**src/rtl/servo_seq.sv**
```systemverilog
// servo_seq: plays a stored sequence of servo positions as per-channel PWM.
// Each step fetches NUM_CH positions from memory and holds them for a number
// of frames. Optional rate limiting is enabled by defining the macro
// SERVO_SEQ_SLEW_EN (positions then move by at most SLEW_STEP per frame).
module servo_seq #(
  parameter int NUM_CH     = 3,
  parameter int DATA_WIDTH = 8,
  parameter int ADDR_WIDTH = 8,
  parameter int CLK_HZ     = 50000000,
  parameter int FRAME_US   = 20000,
  parameter int SLEW_STEP  = 4
) (
  input  logic                  clk,
  input  logic                  rst_n,
  input  logic                  start,
  input  logic                  stop,
  input  logic                  loop,
  input  logic [ADDR_WIDTH-1:0] seq_len,
  input  logic [7:0]            hold_frames,
  output logic                  mem_rd,
  output logic [ADDR_WIDTH-1:0] mem_addr,
  input  logic [DATA_WIDTH-1:0] mem_data,
  output logic [NUM_CH-1:0]     pwm_out,
  output logic                  busy,
  output logic [ADDR_WIDTH-1:0] step_idx,
  output logic                  done
);
  localparam int DIV    = (CLK_HZ / 1000000 > 0) ? CLK_HZ / 1000000 : 1;
  localparam int TICK_W = (DIV > 1) ? $clog2(DIV) : 1;
  localparam int US_W   = $clog2(FRAME_US);
  // Widest possible pulse; from this point on every channel is low, so the
  // next step is fetched here and is ready before the frame boundary.
  localparam int PW_MAX = 1000 + 4 * (2**DATA_WIDTH - 1);
  localparam int CH_W   = $clog2(NUM_CH + 1);

  if (FRAME_US <= PW_MAX + NUM_CH + 2 || SLEW_STEP < 1) begin : g_bad_cfg
    $error("servo_seq: FRAME_US too short or SLEW_STEP < 1");
  end

  typedef enum logic [1:0] {S_IDLE, S_FETCH, S_RUN} state_t;

  state_t                state_q, state_d;
  logic [TICK_W-1:0]     tick_q, tick_d;
  logic [US_W-1:0]       us_q, us_d;
  logic [CH_W-1:0]       fcnt_q, fcnt_d;
  logic [ADDR_WIDTH-1:0] step_q, step_d, len_q, len_d;
  logic [7:0]            hold_q, hold_d, fleft_q, fleft_d;
  logic                  run_q, run_d, end_q, end_d, done_q, done_d;
  logic [NUM_CH-1:0]     pwm_q, pwm_d;
  logic [DATA_WIDTH-1:0] tgt_q [NUM_CH];
  logic [DATA_WIDTH-1:0] tgt_d [NUM_CH];
  logic [DATA_WIDTH-1:0] pos_q [NUM_CH];
  logic [DATA_WIDTH-1:0] pos_d [NUM_CH];
  logic [DATA_WIDTH-1:0] pos_adv [NUM_CH];
  logic                  tick, boundary, trigger, last_step;

`ifdef SERVO_SEQ_SLEW_EN
  function automatic logic [DATA_WIDTH-1:0] slew(input logic [DATA_WIDTH-1:0] cur,
                                                 input logic [DATA_WIDTH-1:0] tgt);
    if (int'(tgt) > int'(cur) + SLEW_STEP) return DATA_WIDTH'(int'(cur) + SLEW_STEP);
    if (int'(tgt) + SLEW_STEP < int'(cur)) return DATA_WIDTH'(int'(cur) - SLEW_STEP);
    return tgt;
  endfunction
`endif

  assign tick      = run_q && (tick_q == TICK_W'(DIV - 1));
  assign boundary  = tick && (us_q == US_W'(FRAME_US - 1));
  assign trigger   = (state_q == S_RUN) && tick && (us_q == US_W'(PW_MAX)) &&
                     (fleft_q == 8'd1) && !end_q;
  assign last_step = (step_q == len_q - 1'b1);

  assign busy     = (state_q != S_IDLE);
  assign step_idx = step_q;
  assign done     = done_q;
  assign pwm_out  = pwm_q;

  // Capture fetched data into the target registers one cycle after each read.
  always_comb begin
    for (int c = 0; c < NUM_CH; c++) begin
      tgt_d[c] = tgt_q[c];
      if (state_q == S_FETCH && int'(fcnt_q) == c + 1) tgt_d[c] = mem_data;
    end
  end

  // Position each channel takes when the next frame starts.
  always_comb begin
    for (int c = 0; c < NUM_CH; c++) begin
`ifdef SERVO_SEQ_SLEW_EN
      pos_adv[c] = slew(pos_q[c], tgt_d[c]);
`else
      pos_adv[c] = tgt_d[c];
`endif
    end
  end

  // Sequencer FSM, frame timing and PWM next-state.
  always_comb begin
    state_d  = state_q;
    tick_d   = tick_q;
    us_d     = us_q;
    fcnt_d   = fcnt_q;
    step_d   = step_q;
    len_d    = len_q;
    hold_d   = hold_q;
    fleft_d  = fleft_q;
    run_d    = run_q;
    end_d    = end_q;
    done_d   = 1'b0;
    pos_d    = pos_q;
    mem_rd   = 1'b0;
    mem_addr = '0;

    if (run_q) begin
      tick_d = tick ? '0 : tick_q + 1'b1;
      if (tick) us_d = boundary ? '0 : us_q + 1'b1;
    end

    if (state_q == S_FETCH) begin
      if (fcnt_q < CH_W'(NUM_CH)) begin
        mem_rd   = 1'b1;
        mem_addr = ADDR_WIDTH'(int'(step_q) * NUM_CH + int'(fcnt_q));
      end
      fcnt_d = fcnt_q + 1'b1;
      if (fcnt_q == CH_W'(NUM_CH)) begin
        state_d = S_RUN;
        fcnt_d  = '0;
        // First fetch of a playback: open a fresh frame immediately.
        if (!run_q) begin
          run_d   = 1'b1;
          tick_d  = '0;
          us_d    = '0;
          fleft_d = hold_q;
          pos_d   = pos_adv;
        end
      end
    end

    if (boundary) begin
      if (fleft_q == 8'd1 && end_q) begin
        state_d = S_IDLE;
        run_d   = 1'b0;
        end_d   = 1'b0;
        done_d  = 1'b1;
        tick_d  = '0;
        us_d    = '0;
      end else begin
        pos_d   = pos_adv;
        fleft_d = (fleft_q == 8'd1) ? hold_q : fleft_q - 1'b1;
      end
    end

    if (trigger) begin
      if (!last_step) begin
        step_d  = step_q + 1'b1;
        state_d = S_FETCH;
      end else if (loop) begin
        step_d  = '0;
        state_d = S_FETCH;
      end else begin
        end_d = 1'b1;
      end
    end

    if (state_q == S_IDLE && start) begin
      if (seq_len == '0) begin
        done_d = 1'b1;
      end else begin
        state_d = S_FETCH;
        len_d   = seq_len;
        hold_d  = (hold_frames == 8'd0) ? 8'd1 : hold_frames;
        step_d  = '0;
        fcnt_d  = '0;
        end_d   = 1'b0;
        run_d   = 1'b0;
      end
    end

    if (stop) begin
      state_d = S_IDLE;
      run_d   = 1'b0;
      tick_d  = '0;
      us_d    = '0;
      step_d  = '0;
      fcnt_d  = '0;
      end_d   = 1'b0;
      done_d  = 1'b0;
    end

    for (int c = 0; c < NUM_CH; c++) begin
      pwm_d[c] = run_d && (int'(us_d) < 1000 + 4 * int'(pos_d[c]));
    end
  end

  // State and datapath registers.
  always_ff @(posedge clk or negedge rst_n) begin
    if (!rst_n) begin
      state_q <= S_IDLE;
      tick_q  <= '0;
      us_q    <= '0;
      fcnt_q  <= '0;
      step_q  <= '0;
      len_q   <= '0;
      hold_q  <= '0;
      fleft_q <= '0;
      run_q   <= 1'b0;
      end_q   <= 1'b0;
      done_q  <= 1'b0;
      pwm_q   <= '0;
      for (int c = 0; c < NUM_CH; c++) begin
        tgt_q[c] <= '0;
        pos_q[c] <= '0;
      end
    end else begin
      state_q <= state_d;
      tick_q  <= tick_d;
      us_q    <= us_d;
      fcnt_q  <= fcnt_d;
      step_q  <= step_d;
      len_q   <= len_d;
      hold_q  <= hold_d;
      fleft_q <= fleft_d;
      run_q   <= run_d;
      end_q   <= end_d;
      done_q  <= done_d;
      pwm_q   <= pwm_d;
      tgt_q   <= tgt_d;
      pos_q   <= pos_d;
    end
  end
endmodule

```
**config.mk**
```make
export PLATFORM = sky130hd
export DESIGN_NAME = servo_seq
export DESIGN_NICKNAME = d
export VERILOG_FILES = /design/src/rtl/servo_seq.sv
export SDC_FILE = /design/constraint.sdc
export NUM_CORES = 1
export LEC_CHECK = 0
export ABC_AREA = 1
export ABC_CLOCK_PERIOD_IN_PS = 6050
export BUFFER_PORTS_ARGS = -buffer_cell sky130_fd_sc_hd__buf_2
export CORE_MARGIN = 5
export CORE_UTILIZATION = 65
export CTS_CLUSTER_DIAMETER = 60
export CTS_CLUSTER_SIZE = 16
export DETAILED_ROUTE_END_ITERATION = 7
export PLACE_DENSITY = 0.85
export SLEW_MARGIN = 20
export SYNTH_ARGS = -nofsm -noshare
export SYNTH_HDL_FRONTEND = slang
export SYNTH_SLANG_ARGS = --single-unit
```
**constraint.sdc**
```tcl
create_clock -name clk -period 6.05 [get_ports clk]
set_clock_uncertainty 0.05 [all_clocks]
set_input_delay 0.605 -clock clk [delete_from_list [all_inputs] [get_ports clk]]
set_output_delay 0.605 -clock clk [all_outputs]
set_load 0.05 [all_outputs]
```
**After elaboration in Yosys (flattened, before gate mapping)**

Index checks and enable logic that the tools add are counted.

- Bitwise operators: 1
- Equal/unequal tests: 11
- Reductions and logical operators: 20
- Multipliers: 1
- Muxes and demuxes: 77
- $lt $le $gt $ge: 4
- Add/sub/neg operators: 10

Operator list:

| kind | number |
|---|---|
| $mux 8 | 18 |
| $mux 15 | 9 |
| $mux 24 | 5 |
| $mux 6 | 8 |
| $lt 15x11->1 | 3 |
| $add 10x10->11 const A | 3 |
| $mux 2 | 15 |
| $mux 1 | 22 |
| $logic_not 8->1 | 2 |
| $sub 8x1->8 const B | 2 |
| $add 15x1->15 const B | 1 |
| $eq 15x11->1 const B | 1 |
| $eq 15x15->1 const B | 1 |
| $logic_and 1x1->1 | 14 |
| $add 8x1->8 const B | 1 |
| $add 8x2->8 | 1 |
| $eq 2x2->1 const B | 4 |
| $eq 8x1->1 const B | 1 |
| $eq 8x8->1 | 1 |
| $mul 8x2->8 const B | 1 |
| $add 6x1->6 const B | 1 |
| $eq 6x6->1 const B | 1 |
| $eq 2x1->1 const B | 2 |
| $add 2x1->2 const B | 1 |
| 6 further kinds | 6 |

- Bits of input ports: 29
- Word-level logic and storage cells: 142
- Flip-flop bits (word level): 111

**Depth between registers and ports, before layout**

Gate-level depths: netlist (run 1).

- Depth in word-level cells: 14
- Mapped depth: 22
- Mapped depth without buffers: 21

**Worst setup path before layout (run 1)**

OpenSTA, ideal clock, no wires.

- Path type: flip-flop to output port
- From: reg step_q[0] (netlist: step_idx[0])
- To: out mem_addr[7]
- Data arrival time: 3153 ps
- Data required time: 5395 ps
- Stages on the path, launching flop included: 12
- Buffers on the path: 0
- Setup slack: 2242 ps
- Cell sequence: dfrtp_1 fa_1 ha_1 fa_1 inv_1 o31ai_1 inv_1 nor2_1 nor2_1 o21bai_1 o21ai_0 a21oi_1

- Word-level cells in the longest chain between the ends: 4

RTL lines:

| element | RTL line | source |
|---|---|---|
| from (decl) | 46 | `logic [ADDR_WIDTH-1:0] step_q, step_d, len_q, len_d;` |
| from (signal assigned) | 218 | `step_q <= step_d;` |
| $mul 8x2->8 | 121 | `mem_addr = ADDR_WIDTH'(int'(step_q) * NUM_CH + int'(fcnt_q));` |
| $add 8x2->8 | 121 |  |
| $mux 8 | 119 | `if (fcnt_q < CH_W'(NUM_CH)) begin` |
| $mux 8 | 118 | `if (state_q == S_FETCH) begin` |
| to (decl) | 21 | `output logic [ADDR_WIDTH-1:0] mem_addr,` |

No other way between the ends.

==> out/metrics.yaml, run 1 <==
routing:
  drt-total-wl_um: 15200
  drtIter0Drc: 436
  vias: 5707
  avgRoutedWirePerCell_um: 14.4
  dr.pass1.iters: 8
  vias_per_cell: 5.41
  antenna_left: 0
  drc: 25
sta:
  hold_viol_final: 0
  tns_ns: 0
  period_share: 0.652
  slew_violations: 0
  tightestPinTransition_ns: 0.951
  finalSetupViolCount: 0
  worst_hold_slack_ns: 0.0896
  maxSlewHeadroom: 0.366
  fin_crit_ns: 3.94
  rsz0062_at_grt: "no"
  max_freq_mhz: 254
clock_network:
  clkLatencyLatePin_ns: 0.40
  clock_sinks: 111
  ctsResizeCount: 0
  cts_tree: "done"
  cts_buffers: 9
  cts.clk_slew.worst_paths_ns: 0.11
  hold_buffers: 0
  post-cts-setup-buffers: 0
  cts-root-buf: "clkbuf_8"
  h-tree-depth: 3
  clockBufferDepth: 2
worst_setup_path:
  path_class: "reg -> reg"
  critPathMaxFanout: 28
  cp.required_ns: 6.34
  crit_path_end_kind: "register"
  cpPeakStageDelay_ns: 0.62
  path_cells: "ha_1 > nand2_2 > nor2_1 > inv_2 > nand2_8 > nand2_1 > nand2_1 > ha_1 > xnor2_1 > ha_1 > nand2_1 > nor2_1 > a211oi_1 > nand2_1 > a21oi_1 > nand2_1 > a21oi_2"
  cp_top_family: "simple AND/OR/NAND/NOR gates"
  cp_slowest_cell: "nor2_1"
  critPathBufInv: 1
  arrival_ns: 4.23
  crit_path_frequent_cell: "nand2_1"
  reg2reg_slack_ns: 2.11
  cp-start-kind: "register"
final_layout:
  layout-drive-gt1-share: 0.109
  final_cells: 1054
  final_common_cell: "nand2_1"
  fillers: 843
  syn2layout_area_growth_pct: 8.04
  antenna_cells: 0
  fin_nets: 991
  final_cell_mix: "231 x nand2_1, 111 x dfrtp_1, 107 x inv_1"
synthesis:
  synth.distinct_cells: 47
  ys_seq_area_frac: 0.409
  avgSynthCellArea_sq_um: 7.86
  synth-seq-cells: 111
  synth_area_sq_mm: 0.00680
  synthCells: 865
  yosysWarnings: 0
  syn_nets: 943
die:
  die_area_sq_mm: 0.0126
  io_pins: 51
  die_h_um: 112
  fp.coreArea_sq_mm: 0.0103
  die_x_um: 112
  rows: 37
  start_util: 0.661
power:
  peakVddDrop_v: 0.000283
  leakage_nw: 3.94
  power_density_mw_per_mm2: 248
global_route:
  antenna_found_initial: 0
  grt_pass1_vias: 5494
  grt_first_pass_wirelength_um: 26000
  grt.total_usage: 0.253
  gr-total-overflow: 0
  grt_max_degree: 78
run_status:
  violations: "design-rule violations"
  status: "finished, violations left"
placement:
  post-place-cells: 1038
  port-buffer-count: 50
  post-dp-hpwl_um: 11700
  gp_congestion: 0.929
min_path:
  hold_class: "in -> async"
flow_run:
  drv_cap: 0
[final cells by class]
type | count | area [sq um] | share of cell area
Clock buffer | 9 | 124 | 0.0169
Clock inverter | 7 | 75.1 | 0.0102
Inverter | 112 | 420 | 0.0572
Multi-Input combinational cell | 628 | 3520 | 0.479
Sequential cell | 111 | 2780 | 0.378
Tap cell | 136 | 170 | 0.0232
Timing Repair Buffer | 51 | 260 | 0.0354
[synth_stat cells (all sizes together)]
| cell | count | area (sq um) |
|---|---|---|
| nand3 | 48 | 258 |
| o21bai | 1 | 7.51 |
| o211ai | 1 | 7.51 |
| o21a | 1 | 7.51 |
| buf | 7 | 56.3 |
| a31o | 1 | 8.76 |
| o41ai | 1 | 8.76 |
| a31oi | 3 | 18.8 |
| inv | 112 | 420 |
| mux2i | 1 | 10.0 |
| fa | 2 | 40.0 |
| a21boi | 1 | 7.51 |
| nor4 | 5 | 31.3 |
| nor3 | 22 | 125 |
| ha | 47 | 588 |
| a21oi | 43 | 219 |
| or2 | 2 | 12.5 |
| clkbuf | 7 | 26.3 |
| dfrtp | 111 | 2780 |
| a311oi | 1 | 8.76 |
| o311ai | 1 | 8.76 |
| o31ai | 2 | 15.0 |
| nand4 | 11 | 68.8 |
| nand3b | 2 | 15.0 |
| a211oi | 15 | 113 |
| nor2 | 78 | 327 |
| xor2 | 28 | 245 |
| o22ai | 1 | 6.26 |
| xnor2 | 11 | 96.3 |
| o21ai | 57 | 308 |
| nand2 | 242 | 955 |
[metrics by stage]
stage / util / setup WS (ns) / power, mW / cell area, sq um
final: 0.715 / 2.11 / 1.82 / 7340
after global routing: 0.715 / 1.73 / 1.95 / 7340
after CTS: 0.715 / 2.19 / 1.83 / 7340
after detailed placement: 0.695 / 2.24 / 1.39 / 7140
after global placement: 0.695 / 2.40 / 1.37 / 7140
after floorplan: - / 2.24 / 1.26 / 6800
[sequential cells by signal, indices dropped and copies added (netlist names), 2 cells and up]
| name | flops |
|---|---|
| step_idx | 8 |
| us_q | 15 |
| fcnt_q | 2 |
| len_q | 8 |
| tgt_q | 24 |
| tick_q | 6 |
| fleft_q | 8 |
| hold_q | 8 |
| pwm_out | 3 |
| state_q | 2 |
| pos_q | 24 |
[kinds of logic after synthesis]
group | count (synthesis) | synth area share
muxes | 1 | 0.00147
xor gates and xnor gates | 39 | 0.0503
and+or+nand+nor | 410 | 0.264
DFF | 111 | 0.409
adders and majority gates | 49 | 0.0924
buffers and inverters | 126 | 0.0740
AOI/OAI and AO/OA | 129 | 0.110
[final timing paths]
path,startpoint,endpoint,cells after the start
max in group asynchronous,rst_n,us_q[4],2
setup reg to reg,fcnt_q[1],pwm_out[2],17
hold / removal,rst_n,len_q[7],1
hold reg to reg,tgt_q[22],tgt_q[22],2
setup / recovery,fcnt_q[1],pwm_out[2],17
min in group clk,seq_len[6],len_q[6],3
[where the power goes]
part / total (mW) / switching [mW] / internal [mW] / leakage, nW
logic: 0.463 / 0.300 / 0.163 / 2.48
registers: 0.910 / 0.0520 / 0.858 / 1.35
clock network: 0.446 / 0.282 / 0.165 / 0.104
total: 1.82 / 0.633 / 1.19 / 3.94
[layer usage]
metal / GRT usage / routed length [um]
met5: 0 / 0
met4: 0.0889 / 346
met3: 0.0598 / 793
met2: 0.420 / 7390
met1: 0.327 / 6640
Note: power is estimated with default switching activity, not from simulation.
==> run 2: changes to the inputs <==
ABC_AREA = 0   (was 1)
ABC_CLOCK_PERIOD_IN_PS = 3320   (was 6050)
CORE_UTILIZATION = 55   (was 65)
PLACE_DENSITY = 0.77   (was 0.85)
clock period = 3.32 ns   (was 6.05 ns; I/O delays follow)
==> run 2 against run 1 <==
The flow finishes with violations (negative setup slack). Via count grew 4.4%. Register-to-register slack lost 2.5 ns. Utilization shrank 0.16 points. Global-route usage grew 0.39 points. Critical path depth grew 2. Non-clock buffer count grew 115. Sequential power grew 81%. Critical path type unchanged. Critical endpoint is now pwm_out[1].
==> out/metrics.yaml, run 2 <==
routing:
  vias_per_cell: 6.02
  dr.pass1.iters: 5
  drc: 0
  drtIter0Drc: 625
  drt-total-wl_um: 18600
  antenna_left: 0
  avgRoutedWirePerCell_um: 18.8
  vias: 5960
sta:
  period_share: 1.12
  maxSlewHeadroom: 0.383
  max_freq_mhz: 268
  fin_crit_ns: 3.73
  rsz0062_at_grt: "yes"
  tightestPinTransition_ns: 0.926
  slew_violations: 0
  worst_slack_ns: -0.409
  finalSetupViolCount: 3
  hold_viol_final: 0
global_route:
  gr-total-overflow: 0
  antenna_found_initial: 0
  grt_first_pass_wirelength_um: 29700
  grt.total_usage: 0.257
  grt_max_degree: 70
  grt_pass1_vias: 5999
synthesis:
  synth_area_leaders: "dfrtp_1 41%, ha_1 8.7%, mux2_2 6.0%"
  synth_area_sq_mm: 0.00676
  synth_async_sr_flop_share: 1.00
  synthCells: 678
  synth.distinct_cells: 65
  synth.most_common_cell: "dfrtp_1"
  ys_seq_area_frac: 0.411
  synth_top_area_frac: 0.411
  synth_edf_count: 0
  syn_nets: 756
  synthTopCellsByCount: "111 x dfrtp_1, 91 x nor2_1, 47 x ha_1, 43 x a21oi_1, 37 x inv_1"
  synth-seq-cells: 111
  synth-main-ff-cell: "dfrtp_1"
  avgSynthCellArea_sq_um: 9.97
  synth_top_area_cell: "dfrtp_1"
  yosysWarnings: 0
clock_network:
  clock_sinks: 111
  cts_buffers: 9
  cts_tree: "done"
  hold_buffers: 0
  h-tree-depth: 3
  cts.clk_slew.worst_paths_ns: 0.07
  cts-root-buf: "clkbuf_16"
  clkLatencyLatePin_ns: 0.37
  clockBufferDepth: 2
die:
  die_h_um: 121
  die_area_sq_mm: 0.0146
  start_util: 0.563
  fp.coreArea_sq_mm: 0.0120
  rows: 40
  die_x_um: 121
  io_pins: 51
power:
  power_density_mw_per_mm2: 428
  peakVddDrop_v: 0.000345
  switching_share: 0.301
  p_int_mw: 2.56
  leakage_nw: 4.19
  clockPowerShare: 0.298
  power_frac_seq: 0.449
  p_total_mw: 3.67
  power_switching_mw: 1.11
  comb_power_share: 0.253
final_layout:
  final_common_cell: "buf_4"
  post-route-util: 0.713
  syn2layout_area_growth_pct: 26.7
  reg_top3: "pos_q: 24 flops, tgt_q: 24 flops, us_q: 15 flops"
  final_cell_mix: "111 x buf_4, 109 x dfrtp_1, 79 x nor2_1"
  layout-drive-gt1-share: 0.335
  fin_nets: 917
  final_cells: 990
  antenna_cells: 0
  fin_area_sq_mm: 0.00856
placement:
  dp_slack_ns: -0.575
  place_area_sq_mm: 0.00790
  gp_congestion: 0.937
  post-place-cells: 956
  port-buffer-count: 50
  post-dp-hpwl_um: 13400
worst_setup_path:
  worst_r2r_path_depth: 19
  cp_slowest_cell: "dfrtp_1"
  critPathMaxFanout: 7
  cpPeakStageDelay_ns: 0.39
  timing.rr.end: "pwm_out[1]"
  path_cells: "inv_1 > ha_2 > nor3b_4 > and2_4 > nor4b_4 > a21oi_4 > buf_4 > nor2_4 > nor2_4 > ha_4 > inv_2 > ha_4 > a21o_1 > a21o_1 > a21o_1 > nor3_2 > a21oi_1 > maj3_2 > a311oi_2"
  arrival_ns: 3.95
  cp-start-kind: "register"
  crit_path_end_kind: "register"
  cp.required_ns: 3.54
  reg2reg_slack_ns: -0.41
  crit_path_frequent_cell: "a21o_1"
  reg2reg_from: "tick_q[1]"
  path_class: "reg -> reg"
run_status:
  status: "finished, violations left"
  violations: "negative setup slack"
flow_run:
  drv_cap: 0
min_path:
  hold_class: "in -> async"
## run 2: cell types whose count changed in the layout (fill, tap and decap cells not counted), sizes merged, moves of 12 or more
cell	before	now
nand2	242	27
buf	51	165
inv	116	37
mux2	0	38
nand3	48	15
o21ai	57	27
xnor2	11	29
a21o	0	17
mux2i	1	17
nor2	78	91
xor2	28	16
## run 2: metal layers
metal	global-route usage	wire length [um]	vias to the layer above
li1	-	-	2751
met2	0.413	8870	239
met4	0.103	589	0
met5	0	0	-
met1	0.330	7760	2913
met3	0.0674	1400	57
## run 2: layout make-up
class	count	area (sq um)
Clock buffer	12	246
Clock inverter	3	43.8
Fill cell	831	3450
Inverter	37	139
Multi-Input combinational cell	514	3990
Sequential cell	111	2780
Tap cell	147	184
Timing Repair Buffer	166	1180
## run 2: cells by family (layout without fill, tap and decap cells)
| logic type | Yosys count | in the layout | share of synthesized area |
|---|---|---|---|
| AO/OA/AOI/OAI | 133 | 133 | 0.126 |
| buffers and inverters | 53 | 218 | 0.0350 |
| multiplexers | 55 | 55 | 0.0915 |
| adder cells (fa/ha/maj) | 52 | 52 | 0.0976 |
| AND/OR/NAND/NOR | 229 | 229 | 0.180 |
| flip-flops | 111 | 111 | 0.411 |
| XOR/XNOR | 45 | 45 | 0.0583 |
## run 2: metrics by stage
stage                     hold WS, ns  TNS [ns]
after floorplan               -0.0136     -1.30
final                          0.0338     -1.15
after CTS                      0.0707    -0.877
after detailed placement        0.428     -1.56
after global placement          0.412     -1.08
after global routing            0.107     -1.60
## run 2: how the worst max path moves through the flow
stage	start	endpoint	slack, ns	cells past startpoint
6_report	tick_q[1]	pwm_out[1]	-0.41	19
2_1_floorplan	us_q[0]	pwm_out[2]	-0.46	20
4_1_cts	tick_q[1]	pwm_out[2]	-0.30	19
5_1_grt	tick_q[1]	pwm_out[1]	-0.52	19
3_3_place_gp	tick_q[0]	pwm_out[1]	-0.38	17
3_5_place_dp	tick_q[0]	pwm_out[1]	-0.58	17
## run 2: power groups by stage
stage	Combinational [mW]	Sequential (mW)	Clock [mW]
final	0.928	1.65	1.09
after detailed placement	0.828	1.66	0
after floorplan	0.565	1.62	0
after global placement	0.784	1.65	0
after CTS	0.856	1.64	1.11
after global routing	1.03	1.66	1.17
## run 2: critical path: cells and delay by family (launching register included)
kind,cells,cell delay (ns)
adder cells (fa/ha/maj),4,0.95
flip-flops,1,0.39
AO/OA/AOI/OAI,6,0.99
AND/OR/NAND/NOR,6,0.98
buffers and inverters,3,0.28
## run 2: timing repair
action,in CTS,in global routing
endpoints found under the setup margin,4,6
gates resized for setup,27,29
pin swaps,34,22
buffers inserted,15,4
cloned,0,0
